[src/rtl/xnor_cmp_sched_if.sv]
// Request/result bundle for the shared bit-serial equality comparator.
// The master side is the requester pair; the slave side is the scheduler.
interface xnor_cmp_sched_if #(
   parameter int WIDTH = 8
);
   logic [1:0]       req_i;
   logic [WIDTH-1:0] a0_i;
   logic [WIDTH-1:0] b0_i;
   logic [WIDTH-1:0] a1_i;
   logic [WIDTH-1:0] b1_i;
   logic [1:0]       ack_o;
   logic             busy_o;
   logic             done_o;
   logic             match_o;
   logic             gnt_id_o;

   modport master (
      output req_i, a0_i, b0_i, a1_i, b1_i,
      input  ack_o, busy_o, done_o, match_o, gnt_id_o
   );

   modport slave (
      input  req_i, a0_i, b0_i, a1_i, b1_i,
      output ack_o, busy_o, done_o, match_o, gnt_id_o
   );
endinterface

[src/rtl/xnor_cmp_sched.sv]
// Two requesters share one 1-bit XNOR stage; operands are compared LSB first
// over WIDTH shift cycles, with round-robin arbitration on ties.
module xnor_cmp_sched #(
   parameter int WIDTH = 8
) (
   input  logic              clk,
   input  logic              rst_n,
   xnor_cmp_sched_if.slave   bus
);

   localparam int            CW   = $clog2(WIDTH + 1);
   localparam logic [CW-1:0] LAST = CW'(WIDTH - 1);

   typedef enum logic [1:0] {IDLE, SHIFT, DONE} state_t;

   state_t           state;
   logic [WIDTH-1:0] sa;
   logic [WIDTH-1:0] sb;
   logic [CW-1:0]    cnt;
   logic             acc;
   logic             last_gnt;

   logic             any_req;
   logic             gnt_sel;
   logic             bit_eq;

   // On a tie the requester that did not win last time gets the slot.
   always_comb begin
      any_req = |bus.req_i;
      gnt_sel = (bus.req_i[0] & bus.req_i[1]) ? ~last_gnt : bus.req_i[1];
      bit_eq  = ~(sa[0] ^ sb[0]);
   end

   always_ff @(posedge clk or negedge rst_n) begin
      if (!rst_n) begin
         state        <= IDLE;
         sa           <= '0;
         sb           <= '0;
         cnt          <= '0;
         acc          <= 1'b0;
         last_gnt     <= 1'b1;
         bus.ack_o    <= 2'b00;
         bus.busy_o   <= 1'b0;
         bus.done_o   <= 1'b0;
         bus.match_o  <= 1'b0;
         bus.gnt_id_o <= 1'b0;
      end else begin
         bus.ack_o   <= 2'b00;
         bus.done_o  <= 1'b0;
         bus.match_o <= 1'b0;
         case (state)
            IDLE: begin
               if (any_req) begin
                  sa           <= gnt_sel ? bus.a1_i : bus.a0_i;
                  sb           <= gnt_sel ? bus.b1_i : bus.b0_i;
                  cnt          <= '0;
                  acc          <= 1'b1;
                  last_gnt     <= gnt_sel;
                  bus.gnt_id_o <= gnt_sel;
                  bus.ack_o    <= gnt_sel ? 2'b10 : 2'b01;
                  bus.busy_o   <= 1'b1;
                  state        <= SHIFT;
               end
            end
            SHIFT: begin
               // Always runs all WIDTH bits; a mismatch only clears acc.
               acc <= acc & bit_eq;
               sa  <= sa >> 1;
               sb  <= sb >> 1;
               cnt <= cnt + 1'b1;
               if (cnt == LAST)
                  state <= DONE;
            end
            DONE: begin
               bus.busy_o  <= 1'b0;
               bus.done_o  <= 1'b1;
               bus.match_o <= acc;
               state       <= IDLE;
            end
            default: state <= IDLE;
         endcase
      end
   end

endmodule

[src/flat_wrapper.sv]
// flat-port wrapper written by rule: the top's interface ports become plain ports
module xnor_cmp_sched_flat 
#(
   parameter int WIDTH = 8
)
  (clk, rst_n, bus_req_i, bus_a0_i, bus_b0_i, bus_a1_i, bus_b1_i, bus_ack_o, bus_busy_o, bus_done_o, bus_match_o, bus_gnt_id_o);
  xnor_cmp_sched_if #(.WIDTH(WIDTH)) bus_i ();
  input  logic clk;
  input  logic rst_n;
  input wire logic [$bits(bus_i.req_i)-1:0] bus_req_i;
  input wire logic [$bits(bus_i.a0_i)-1:0] bus_a0_i;
  input wire logic [$bits(bus_i.b0_i)-1:0] bus_b0_i;
  input wire logic [$bits(bus_i.a1_i)-1:0] bus_a1_i;
  input wire logic [$bits(bus_i.b1_i)-1:0] bus_b1_i;
  output wire logic [$bits(bus_i.ack_o)-1:0] bus_ack_o;
  output wire logic [$bits(bus_i.busy_o)-1:0] bus_busy_o;
  output wire logic [$bits(bus_i.done_o)-1:0] bus_done_o;
  output wire logic [$bits(bus_i.match_o)-1:0] bus_match_o;
  output wire logic [$bits(bus_i.gnt_id_o)-1:0] bus_gnt_id_o;
  assign bus_i.req_i = bus_req_i;
  assign bus_i.a0_i = bus_a0_i;
  assign bus_i.b0_i = bus_b0_i;
  assign bus_i.a1_i = bus_a1_i;
  assign bus_i.b1_i = bus_b1_i;
  assign bus_ack_o = bus_i.ack_o;
  assign bus_busy_o = bus_i.busy_o;
  assign bus_done_o = bus_i.done_o;
  assign bus_match_o = bus_i.match_o;
  assign bus_gnt_id_o = bus_i.gnt_id_o;
  xnor_cmp_sched #(.WIDTH(WIDTH)) u_core (.clk(clk), .rst_n(rst_n), .bus(bus_i));
endmodule
[config.mk]
export PLATFORM = sky130hd
export DESIGN_NAME = xnor_cmp_sched_flat
export DESIGN_NICKNAME = d
export VERILOG_FILES = /design/src/rtl/xnor_cmp_sched_if.sv /design/src/rtl/xnor_cmp_sched.sv /design/src/flat_wrapper.sv
export SDC_FILE = /design/constraint.sdc
export NUM_CORES = 1
export LEC_CHECK = 0
export BUFFER_PORTS_ARGS = -buffer_cell sky130_fd_sc_hd__buf_2
export CAP_MARGIN = 20
export CORE_UTILIZATION = 50
export DETAILED_ROUTE_END_ITERATION = 16
export PLACE_DENSITY_LB_ADDON = 0.3
export SYNTH_ARGS = -nofsm -noshare
export SYNTH_HDL_FRONTEND = slang
export SYNTH_SLANG_ARGS = --single-unit
[constraint.sdc]
create_clock -name clk -period 1.7 [get_ports clk]
set_input_delay 0.34 -clock clk [delete_from_list [all_inputs] [get_ports clk]]
set_output_delay 0.34 -clock clk [all_outputs]
set_load 0.1 [all_outputs]
-- Word-level counts from Yosys, hierarchy flattened
Index checks and enable logic that the tools add are counted.
- $add $sub $neg: 1
- equal/unequal tests: 5
- muxes and demuxes: 20
- bitwise operators: 5
- reduce and logical (&&, ||, !) cells: 8
- operators with widths (cell ; number):
    2-to-1 mux 8 bit ; 4
    one-hot mux 8 bit (2 select lines) ; 2
    2-to-1 mux 2 bit ; 5
    one-hot mux 4 bit (2 select lines) ; 1
    AND reduction 2 bit ; 4
    adder 4 x 1 -> 4 bit, second input constant ; 1
    equality test 4 x 3 -> 1 bit, second input constant ; 1
    2-to-1 mux 1 bit ; 4
    2-to-1 mux 4 bit ; 1
    != test 2 x 1 -> 1 bit, second input constant ; 2
    one-hot mux 1 bit (2 select lines) ; 2
    one-hot mux 2 bit (2 select lines) ; 1
    nonzero test 2 bit ; 2
    AND 1 bit ; 2
    equality test 2 x 1 -> 1 bit, second input constant ; 1
    equality test 2 bit, second input constant ; 1
    logical NOT 2 bit ; 1
    inverter 1 bit ; 2
    OR reduction 2 bit ; 1
    XOR 1 bit ; 1
- register bits after elaboration: 30
- bits of input ports: 36
- word-level logic and storage cells: 50

-- Depth between registers and ports, before layout
- depth after elaboration: 5
- mapped depth: 5

-- Least setup slack after synthesis
OpenSTA, ideal clock, no wires.
- path type: flip-flop to output port
- start point: register u_core.bus.gnt_id_o
- end point: output bus_gnt_id_o
- arrival time: 0.898 ns
- data required time: 1.360 ns
- setup slack: 0.462 ns
- stages on the path, launching flop included: 1
- cell sequence: dfrtp_1
- RTL lines (what ; RTL line ; source):
    start, declared ; xnor_cmp_sched_if.sv:24 ; output ack_o, busy_o, done_o, match_o, gnt_id_o
    start signal, assigned ; xnor_cmp_sched.sv:59 ; bus.gnt_id_o <= gnt_sel;
    end, declared ; flat_wrapper.sv:19 ; output wire logic [$bits(bus_i.gnt_id_o)-1:0] bus_gnt_id_o;
No word-level cell between the ends.

-- Final worst setup path
- start point: register u_core.bus.busy_o
- end point: output bus_busy_o
- RTL lines (what ; RTL line ; source):
    start, declared ; xnor_cmp_sched_if.sv:24 ;
    start signal, assigned ; xnor_cmp_sched.sv:43 ; bus.busy_o <= 1'b0;
    start signal, assigned ; xnor_cmp_sched.sv:61 ; bus.busy_o <= 1'b1;
    start signal, assigned ; xnor_cmp_sched.sv:75 ; bus.busy_o <= 1'b0;
    end, declared ; flat_wrapper.sv:16 ; output wire logic [$bits(bus_i.busy_o)-1:0] bus_busy_o;
No word-level cell between the ends.

==> key figures <==
Clock tree
  – Post-CTS Hold Buffers: 0
  – Clock transition at path regs: 0.08 ns
  – # Post-CTS Setup Buffers: 0
  – TritonCTS clock tree: yes
  – Cts repair resizes: 0
  – Clock latency on the worst-skew pair: approximately 0.32 ns
  – Root Buffer: clkbuf_4
  – Clock sinks: 30
  – CTS Buffer Depth: 2
  – Cts bufs inserted: 5
  – CTS H-Tree Depth: 2

STA
  – Post-layout min period: 1.432 ns
  – Total negative slack: 0 ns
  – Worst slew pin tran: around 0.65 ns
  – Pins over their slew limit: 0
  – Unrepaired setup endpoints after global routing: no
  – Skew final: roughly 0.0046 ns
  – Hold Vio Cnt, Final: 0
  – Final setup fails: 0
  – Crit share post-route: 0.8423
  – Maximum clock rate: 698.3 MHz
  – Slew margin rel.: 0.5692

Worst setup path
  – WS Path Type: reg2out
  – Worst-path cell chain: buf_2
  – Max stage delay on crit path: 0.42 ns
  – Worst setup EP type: output port
  – Length in cells of the worst reg-to-reg path: 4
  – WP data arrival: 1.09 ns
  – CP Data Required Time: roughly 1.4 ns
  – Delay-heaviest family, CP: buffers and inverters
  – Critical Path Stages: 1
  – Worst-path fanout max: 2
  – Crit start category: flip-flop
  – Worst Path Buf+Inv: 1
  – CP max-delay cell: buf_2

Cells and area
  – Final core utilization: 0.6628
  – Commonest non-fill, non-tap cell in the layout: buf_2
  – Area grow syn2layout: 20.46%
  – Layout cell share with drive strength beyond 1: 0.3107
  – Area of the multi-input gates: 593.1 um2
  – Most frequent cells in the layout: buf_2, dfrtp_1, mux2i_1
  – Final net count: roughly 210
  – Register Area: 752.0 um2
  – Fillers: 212
  – Antenna diodes: 0

Die
  – DIE AREA: 3068 um2
  – Die Ht: roughly 55 um
  – Initial Utilization: 0.5502
  – Placeable Area: about 2600 um2
  – Die Width: 55.39 um
  – Row cnt: 18
  – I/O pins: 42

GRT
  – Vias in the first global route: 1129
  – GRT met1 Usage: 0.2519
  – Wire length of the first global-routing pass: 4947 um
  – Busiest grt layer: met2
  – GR Util met3: 0.08197
  – Met2 Use GR: 0.3528
  – Initial antenna violation count: 0
  – Grt total ovfl: 0
  – GRT Overall Usage: 0.2120
  – Largest net degree at the start of global routing: 31

Synth
  – Cell accounting for the most synthesized area: dfrtp_1
  – Synth top area share: 0.5092
  – Synth area leaders: dfrtp_1, mux2i_1, o221ai_1
  – Yosys warning total: 0
  – Post-Syn Nets: 167
  – Post-synthesis register bit count: 30
  – Post-synth EDFFs: 0
  – Top FF cell, synth: dfrtp_1
  – Synthesized instance count: 130
  – Netlist cell types: 29
  – Asr flop ratio synth: 1.000
  – Syn Area/Cell: 10.96 um2
  – Post-synthesis sequential area ratio: 0.5277
  – Mapped Area: 1425 um2

Detailed routing
  – DRC: 0
  – Via count: 1161
  – Initial drt markers: 41
  – Final ANT Viol Nets: 0
  – DRT Pass-1 Iters: 4
  – Via density: 5.609
  – Drt total wl: 2846 um
  – Routed len/inst: 13.75 um

Placed design
  – PortBufs: 41
  – Gpl congestion: 0.8045
  – HPWL Detailed: around 2100 um

Outcome
  – Status: finished clean

Job
  – Max-cap viol count: 0

Pwr
  – Pwr/cell area: 1527 nW/um2
  – P_leak: 0.8520 nW
  – Peak supply drop: 0.001343 V

Hold path
  – Worst hold path class: in2async
## final timing paths
check                                                start                               to  slack, ns
max                          u_core.bus.busy_o$_DFFE_PN0P_                       bus_busy_o       0.27
min                                                  rst_n     u_core.bus.match_o$_DFF_PN0_       0.04
max reg2reg                    u_core.state[1]$_DFFE_PN0P_  u_core.bus.gnt_id_o$_DFFE_PN0P_       0.31
min reg2reg                u_core.bus.gnt_id_o$_DFFE_PN0P_  u_core.bus.gnt_id_o$_DFFE_PN0P_       0.47
max in group asynchronous                            rst_n    u_core.bus.ack_o[0]$_DFF_PN0_       1.24
min in group clk                              bus_req_i[0]      u_core.last_gnt$_DFFE_PN1P_       0.25
## routing by layer
metal | up-vias | wire [um]
met5 | - | 0
met4 | 0 | 23
met3 | 4 | 157
met2 | 41 | 1410
met1 | 552 | 1255
li1 | 564 | -
## flip-flops by register name (all words and copies together) (netlist names)
| name | cells |
|---|---|
| u_core.bus.gnt_id_o | 1 |
| u_core.sa | 8 |
| u_core.bus.match_o | 1 |
| u_core.sb | 8 |
| u_core.bus.done_o | 1 |
| u_core.state | 2 |
| u_core.cnt | 4 |
| u_core.last_gnt | 1 |
| u_core.bus.ack_o | 2 |
| u_core.bus.busy_o | 1 |
| u_core.acc | 1 |
## kinds of logic after synthesis
group,share of synthesized area
AO/OA/AOI/OAI,0.1817
adder cells (fa/ha/maj),0.008778
buffers and inverters,0.05619
multiplexers,0.1194
AND/OR/NAND/NOR,0.09394
flip-flops,0.5277
XOR/XNOR,0.01229
## final cells by class
type / instances / area share
flip-flops and latches: 30 / 0.4380
multi-input cells: 86 / 0.3455
repair buffers: 47 / 0.1531
clock buffers: 7 / 0.02624
well taps: 30 / 0.02187
inverters: 7 / 0.01531
## power by group
group | total, mW | switching (mW) | leakage (nW) | internal (mW)
combinational | 1.09 | 0.679 | 0.446 | 0.411
clock | 0.374 | 0.219 | 0.0254 | 0.156
sequential | 1.16 | 0.166 | 0.381 | 0.992
total | 2.62 | 1.06 | 0.852 | 1.56
## synth_stat cells, types with 2 or more instances
library cell and count:
buf_2 3, nand2_1 12, xor2_1 2, o21ai_1 4, and2_1 2, nor2b_1 2
o21ai_0 13, o211ai_1 4, dfrtp_1 29, clkbuf_1 2, inv_1 7, nor2_1 6
mux2i_1 17, o221ai_1 12
## stage by stage
step | hold WS (ns) | total power [mW] | setup slack [ns] | instances | cell area [um2]
after floorplan | 0.04441 | 1.972 | 0.4620 | 130 | 1425
after global placement | 0.4016 | 2.223 | 0.3466 | 200 | 1672
after detailed placement | 0.4031 | 2.272 | 0.2860 | 200 | 1672
after CTS | 0.05162 | 2.643 | 0.2519 | 207 | 1717
after global routing | 0.07292 | 2.822 | 0.1844 | 207 | 1717
final | 0.03797 | 2.622 | 0.2680 | 207 | 1717
No activity file was read; power rests on OpenSTA's default activity.
